$ cat config.mk
export PLATFORM = sky130hd
export DESIGN_NAME = exe_div_unit
export DESIGN_NICKNAME = d
export VERILOG_FILES = /design/src/rtl/exe_div_unit.sv
export SDC_FILE = /design/constraint.sdc
export NUM_CORES = 1
export LEC_CHECK = 0
export BUFFER_PORTS_ARGS = -buffer_cell sky130_fd_sc_hd__buf_4
export CAP_MARGIN = 25
export CORE_AREA = 2 2 169 171
export DETAILED_ROUTE_END_ITERATION = 6
export DIE_AREA = 0 0 171 173
export GPL_ROUTABILITY_DRIVEN = 1
export HOLD_SLACK_MARGIN = 0.12
export PLACE_DENSITY = 0.74
export SYNTH_ARGS = -nofsm -noshare
export SYNTH_HDL_FRONTEND = slang
export SYNTH_SLANG_ARGS = --single-unit
$ cat constraint.sdc
create_clock -name clk -period 6.6 [get_ports clk]
set_input_delay 1.32 -clock clk [delete_from_list [all_inputs] [get_ports clk]]
set_output_delay 1.32 -clock clk [all_outputs]
set_load 0.03 [all_outputs]
$ cat src/rtl/exe_div_unit.sv
// Iterative radix-2 restoring divider for DIV/DIVU in the EXE stage.
// Stalls the pipeline while iterating and produces LO (quotient) / HI (remainder).
module exe_div_unit #(
    parameter int WIDTH = 32
) (
    input  logic             clk,
    input  logic             rst,
    input  logic             EXE_DivStart,
    input  logic             EXE_DivSigned,
    input  logic [WIDTH-1:0] EXE_BusA,
    input  logic [WIDTH-1:0] EXE_BusB,
    input  logic             MEM_Flush,
    output logic             EXE_DivBusy,
    output logic             EXE_DivDone,
    output logic [WIDTH-1:0] EXE_DivQuot,
    output logic [WIDTH-1:0] EXE_DivRem
);

    localparam int CW = (WIDTH > 1) ? $clog2(WIDTH) : 1;
    localparam logic [CW-1:0] LAST_STEP = CW'(WIDTH - 1);

    typedef enum logic [1:0] {
        IDLE,
        CALC,
        DONE
    } state_t;

    state_t           state, state_nx;
    logic [CW-1:0]    cnt;
    logic [WIDTH-1:0] rem_r, quo_r, dvs_r, raw_a;
    logic             neg_q, neg_r, div_zero;

    logic             accept;
    logic [WIDTH-1:0] abs_a, abs_b;
    logic [WIDTH:0]   rem_sh;
    logic             borrow;
    logic [WIDTH-1:0] diff, rem_nx, quo_nx, quot_fin, rem_fin;

    assign accept = (state == IDLE) && EXE_DivStart && !MEM_Flush;

    // Magnitudes: 0x80000000 negates to itself, which is the correct unsigned magnitude.
    assign abs_a = (EXE_DivSigned && EXE_BusA[WIDTH-1]) ? -EXE_BusA : EXE_BusA;
    assign abs_b = (EXE_DivSigned && EXE_BusB[WIDTH-1]) ? -EXE_BusB : EXE_BusB;

    // One restoring step: shift {rem,quo} left, trial-subtract the divisor.
    always_comb begin
        rem_sh = {rem_r, quo_r[WIDTH-1]};
        borrow = rem_sh < {1'b0, dvs_r};
        diff   = rem_sh[WIDTH-1:0] - dvs_r;
        rem_nx = borrow ? rem_sh[WIDTH-1:0] : diff;
        quo_nx = {quo_r[WIDTH-2:0], ~borrow};
    end

    // Divide-by-zero bypasses sign correction: all-ones quotient, raw dividend as remainder.
    always_comb begin
        if (div_zero) begin
            quot_fin = '1;
            rem_fin  = raw_a;
        end else begin
            quot_fin = neg_q ? -quo_nx : quo_nx;
            rem_fin  = neg_r ? -rem_nx : rem_nx;
        end
    end

    // NOTE: every signal written in always_comb gets a default first so no latch is inferred.
    always_comb begin
        state_nx    = state;
        EXE_DivBusy = 1'b0;
        EXE_DivDone = 1'b0;
        case (state)
            IDLE: begin
                EXE_DivBusy = accept;
                if (accept) state_nx = CALC;
            end
            CALC: begin
                EXE_DivBusy = 1'b1;
                if (MEM_Flush)              state_nx = IDLE;
                else if (cnt == LAST_STEP)  state_nx = DONE;
            end
            DONE: begin
                EXE_DivDone = !MEM_Flush;
                state_nx    = IDLE;
            end
            default: state_nx = IDLE;
        endcase
    end

    // NOTE: sequential state uses non-blocking assignments so all registers update from pre-edge values.
    always_ff @(posedge clk or posedge rst) begin
        if (rst) begin
            state       <= IDLE;
            cnt         <= '0;
            rem_r       <= '0;
            quo_r       <= '0;
            dvs_r       <= '0;
            raw_a       <= '0;
            neg_q       <= 1'b0;
            neg_r       <= 1'b0;
            div_zero    <= 1'b0;
            EXE_DivQuot <= '0;
            EXE_DivRem  <= '0;
        end else begin
            state <= state_nx;
            if (accept) begin
                cnt      <= '0;
                rem_r    <= '0;
                quo_r    <= abs_a;
                dvs_r    <= abs_b;
                raw_a    <= EXE_BusA;
                neg_q    <= EXE_DivSigned && (EXE_BusA[WIDTH-1] ^ EXE_BusB[WIDTH-1]);
                neg_r    <= EXE_DivSigned && EXE_BusA[WIDTH-1];
                div_zero <= (EXE_BusB == '0);
            end else if (state == CALC && !MEM_Flush) begin
                cnt   <= cnt + 1'b1;
                rem_r <= rem_nx;
                quo_r <= quo_nx;
                if (cnt == LAST_STEP) begin
                    EXE_DivQuot <= quot_fin;
                    EXE_DivRem  <= rem_fin;
                end
            end
        end
    end

endmodule

**Word level (Yosys, flattened, before mapping)**

Index checks and enable logic that the tools add are counted.

- Word-level logic and storage cells: 57
- Output and inout port bits: 66
- Input port bits: 69
- Register bits: 202

- $lt $le $gt $ge: 1
- Muxes and demuxes: 19
- Add/sub/neg operators: 6
- Reduce and logical (&&, ||, !) cells: 12
- Eq/ne operators: 5
- Bitwise gates (word level): 3

Operator list:

| kind | count |
|---|---|
| two-way mux 32 bit | 11 |
| negation 32 bit | 4 |
| less-than comparator 33 x 32 -> 1 bit | 1 |
| zero test 32 bit | 1 |
| subtractor 32 bit | 1 |
| two-way mux 5 bit | 2 |
| logical AND 1 bit | 6 |
| two-way mux 2 bit | 3 |
| adder 5 x 1 -> 5 bit, second input constant | 1 |
| equality test 5 bit, second input constant | 1 |
| case mux 2 bit (2 select lines) | 1 |
| != test 3 bit, second input constant | 1 |
| AND reduction 3 bit | 1 |
| equality test 2 x 1 -> 1 bit, second input constant | 1 |
| equality test 2 bit, second input constant | 1 |
| zero test 2 bit | 1 |
| != test 2 bit, second input constant | 1 |
| inverter 1 bit | 2 |
| case mux 1 bit (2 select lines) | 1 |
| AND reduction 2 bit | 1 |
| nonzero test 2 bit | 1 |
| zero test 1 bit | 1 |
| two-way mux 1 bit | 1 |
| bitwise XOR 1 bit | 1 |

**Depth between registers and ports, before layout**

- Depth after elaboration: 5
- Mapped depth: 26
- Depth with buffers taken out: 21

**Least setup slack after synthesis**

OpenSTA, ideal clock, no wires.

- Path kind: register to register
- Start point: register rem_r[3]
- End point: register EXE_DivRem[30]
- Clock period less this slack: 4,728 ps
- Setup slack: 1,872 ps
- Arrival time: 4,597 ps
- Required time: 6,470 ps
- Setup time: 130 ps
- Stages on the path, launching flop included: 24
- Cell sequence: dfrtp_1 > ha_1 > a21oi_2 > nand2_1 > o21a_1 > o211a_1 > or2_1 > buf_6 > buf_2 > buf_2 > buf_2 > o21ai_0 > ha_1 > nand2b_1 > nor2_1 > nand2_1 > or3_1 > nor4_1 > a41oi_1 > nand2b_2 > nor4b_2 > a31oi_1 > xnor2_1 > o22ai_1

- Cells in the longest elaborated chain, start to end: 5

Ends and longest elaborated chain:

| item | line | source |
|---|---|---|
| from (decl) | 30 | `logic [WIDTH-1:0] rem_r, quo_r, dvs_r, raw_a;` |
| from (signal assigned) | 115 | `rem_r <= rem_nx;` |
| subtractor 32 bit / less-than comparator 33 x 32 -> 1 bit (equally long branches) | 49, 48 |  |
| two-way mux 32 bit (*) | 50 | `rem_nx = borrow ? rem_sh[WIDTH-1:0] : diff;` |
| negation 32 bit | 61 | `rem_fin = neg_r ? -rem_nx : rem_nx;` |
| two-way mux 32 bit (*) | 61 |  |
| two-way mux 32 bit (*) | 56 | `if (div_zero) begin` |
| to (signal assigned) | 119 | `EXE_DivRem <= rem_fin;` |
| to (decl) | 16 | `output logic [WIDTH-1:0] EXE_DivRem` |

Every way passes the cells marked *; elsewhere a longest branch is shown, timed or not.
A chain may end at the register's enable or synchronous reset.

**Final worst setup path**

- Start point: register rem_r[21]
- End point: register EXE_DivRem[30]

The elaborated chain is that of the path after synthesis.

==> flow_summary.toml <==
[outcome]
outcome = "complete, no violations"

[synth]
yosys.area.top_type_share_pct = 37.1
netlist_top_cells_count = "336 x nand2_1, 202 x dfrtp_1, 160 x nor2_1"
ys_ff_latch = 202
syn_inst = 1705
syn_nets = 1813
synthArstFlopShare_pct = 100
avgSynthCellArea_um2 = 7.99
yosysTopAreaCell = "dfrtp_1"
synth_top_flop_cell = "dfrtp_1"
ys_types = 86
synth_edf_count = 0
synth_area_mm2 = 0.0136
synth.area.top_cells = "dfrtp_1 37%, nand2_1 9.3%, o21ai_0 4.7%"
yosysMostFrequentCell = "nand2_1"
yosysWarnings = 0
ys_seq_area_share_pct = 37.1

[setup_path]
slowest_delay_ns = 0.47
path_max_fanout = 11
cp.required_ns = 6.97
slowest_stage = "nor4b_2"
setup.worst_path.start_class = "flop"
arrival_ns = 5.71
cp_cell_sequence = "ha_1, a21oi_1, o21a_1, a2bb2oi_1, o211ai_2, or2_2, o21ai_0, ha_1, nand2b_1, nor2_1, nand2_1, or3_1, nor4_1, a41oi_1, nand2b_2, nor4b_2, a31oi_1, xnor2_1, o22ai_1"
crit_top_cell = "ha_1"
crit_buf_inv = 0
end_kind = "flop"
path_class = "flop to flop"
crit_family = "simple AND/OR/NAND/NOR gates"

[clock_network]
cts_htree_levels = 1
clk_pin_slew_ns = 0.06
cts_num_sinks = 202
ctsHoldBuffers = 0
cts_tree = "yes"
cts_buffer_depth = 3
cts_resized = 0
clock_latency_ns = 0.53
numCtsBuffers = 24
root_buffer = "clkbuf_16"
post_cts_buffers = 0

[timing]
setup-tns-final_ns = 0
maxSlewHeadroom_pct = 33.7
finClkSkew_ns = 0.0212
rsz0062_at_grt = "no"
worst_slew_pin_slew_ns = 0.994
fin_crit_sh_pct = 80.9
whs_ns = 0.469
finalSetupViolations = 0
hold_violations = 0
setup_slack_ns = 1.26
layout_min_cycle_time_ns = 5.34
drv_slew = 0
max_freq_mhz = 187

[layout]
synthToLayoutAreaGrowth_pct = 15.4
final_layout_size_suffix_gt1_share_pct = 13.0
layout.nets = 1898
diodes = 0
final_cell_area_mm2 = 0.0157
fill_cells = 2567
utilization_pct = 56.9
fin_cells = 2186

[global_route]
grt_pass1_wl_um = 66000
grt_overflow = 0
grt_max_degree = 151
antenna_found_initial = 1
grt_use_total_pct = 27.7
first_global_vias = 12200

[run]
maxCapViolations = 0

[drt]
ant_nets = 0
drc_errors = 0
first_pass_iters = 6
dr.first_iter.drc_count = 1168
num_vias = 12700
drt-total-wl_um = 40700
viasPerCell = 5.81
wl_per_cell_um = 18.6

[die]
dieArea_mm2 = 0.0296
die_h_um = 173
start_util_pct = 49.3
rows = 61
coreArea_mm2 = 0.0276
io_pins = 135
die_x_um = 171

[min_path]
min_path_type = "flop to flop"

[placed_design]
post_dp_cell_area_mm2 = 0.0149
dp_cells = 2142
portBuffers = 134
gp_congestion = 0.923
post-place-ws_ns = 1.43
hpwl_um = 30300

[power]
power.total_mw = 7.66
cellPowerDensity_mw_per_mm2 = 487
p_leak_nw = 7.08
ir_drop_mv = 0.372
tightest hold or removal path, cell delays in order (launching register included):
cell	delay [ns]
dfrtp_1	0.34
nand2_1	0.05
nand2_1	0.05
power breakdown:
part | switching, mW | internal [mW] | total [mW]
Clock | 0.546 | 0.872 | 1.42
Sequential | 0.286 | 1.47 | 1.75
Combinational | 2.88 | 1.61 | 4.49
sequential cells by signal (all words and copies together) (netlist names), 2 cells and up:
signal / flops
raw_a: 32
EXE_DivRem: 32
rem_r: 32
EXE_DivQuot: 32
dvs_r: 32
state: 2
quo_r: 32
cnt: 5
layer usage:
metal	vias up	part of all wire, %	global-route usage [%]
met5	-	0	0
met4	0	2.7	8.02
met3	71	5.7	3.34
met2	422	46	43.7
met1	6087	46	39.9
li1	6117	-	-
cells by family after synthesis:
logic type                 Yosys count  synth area share [%]
DFF                                202                  37.1
xor gates and xnor gates           138                  8.88
adders and majority gates           39                  3.64
and+or+nand+nor                    679                  22.3
muxes                               31                  2.31
AOI/OAI and AO/OA                  466                  21.3
buffers and inverters              150                  4.50
cell type report:
cell class | instances | area, µm² | share of cell area [%]
inverters | 61 | 233 | 1.48
well taps | 378 | 473 | 3.01
repair buffers | 148 | 1120 | 7.15
clock inverters | 13 | 148 | 0.940
multi-input cells | 1353 | 7970 | 50.7
clock buffers | 31 | 708 | 4.51
flip-flops and latches | 202 | 5060 | 32.2
cells in the final DEF (no fill, tap or decap), drive strengths merged, types with 6 or more instances in the layout:
master  count
ha         38
inv        60
nand3b      6
mux2i      28
xnor2      66
a21oi     127
nand2b     19
and2       16
a21o       11
nor2      161
or3        16
clkinv      7
o21ai     153
o21a       15
nand3      16
o41ai       9
clkbuf     31
nor3       38
a22o        6
o211ai      8
o31ai      25
a211oi     18
or4        11
xor2       72
buf       148
nand2     336
or2         7
a31oi      43
nand4       8
dfrtp     202
and3       12
nor4       13
worst paths after layout:
| path | slack, ns | end | cells past startpoint | startpoint |
|---|---|---|---|---|
| worst max-delay path | 1.26 | EXE_DivRem[30] | 19 | rem_r[21] |
| max in group asynchronous | 4.37 | dvs_r[21] | 4 | rst |
| worst min-delay path | 0.47 | raw_a[18] | 2 | raw_a[18] |
| worst max register to register | 1.26 | EXE_DivRem[30] | 19 | rem_r[21] |
| worst min register to register | 0.47 | raw_a[18] | 2 | raw_a[18] |
| min in group asynchronous | 0.99 | EXE_DivQuot[29] | 3 | rst |
No activity file was read; power rests on OpenSTA's default activity.
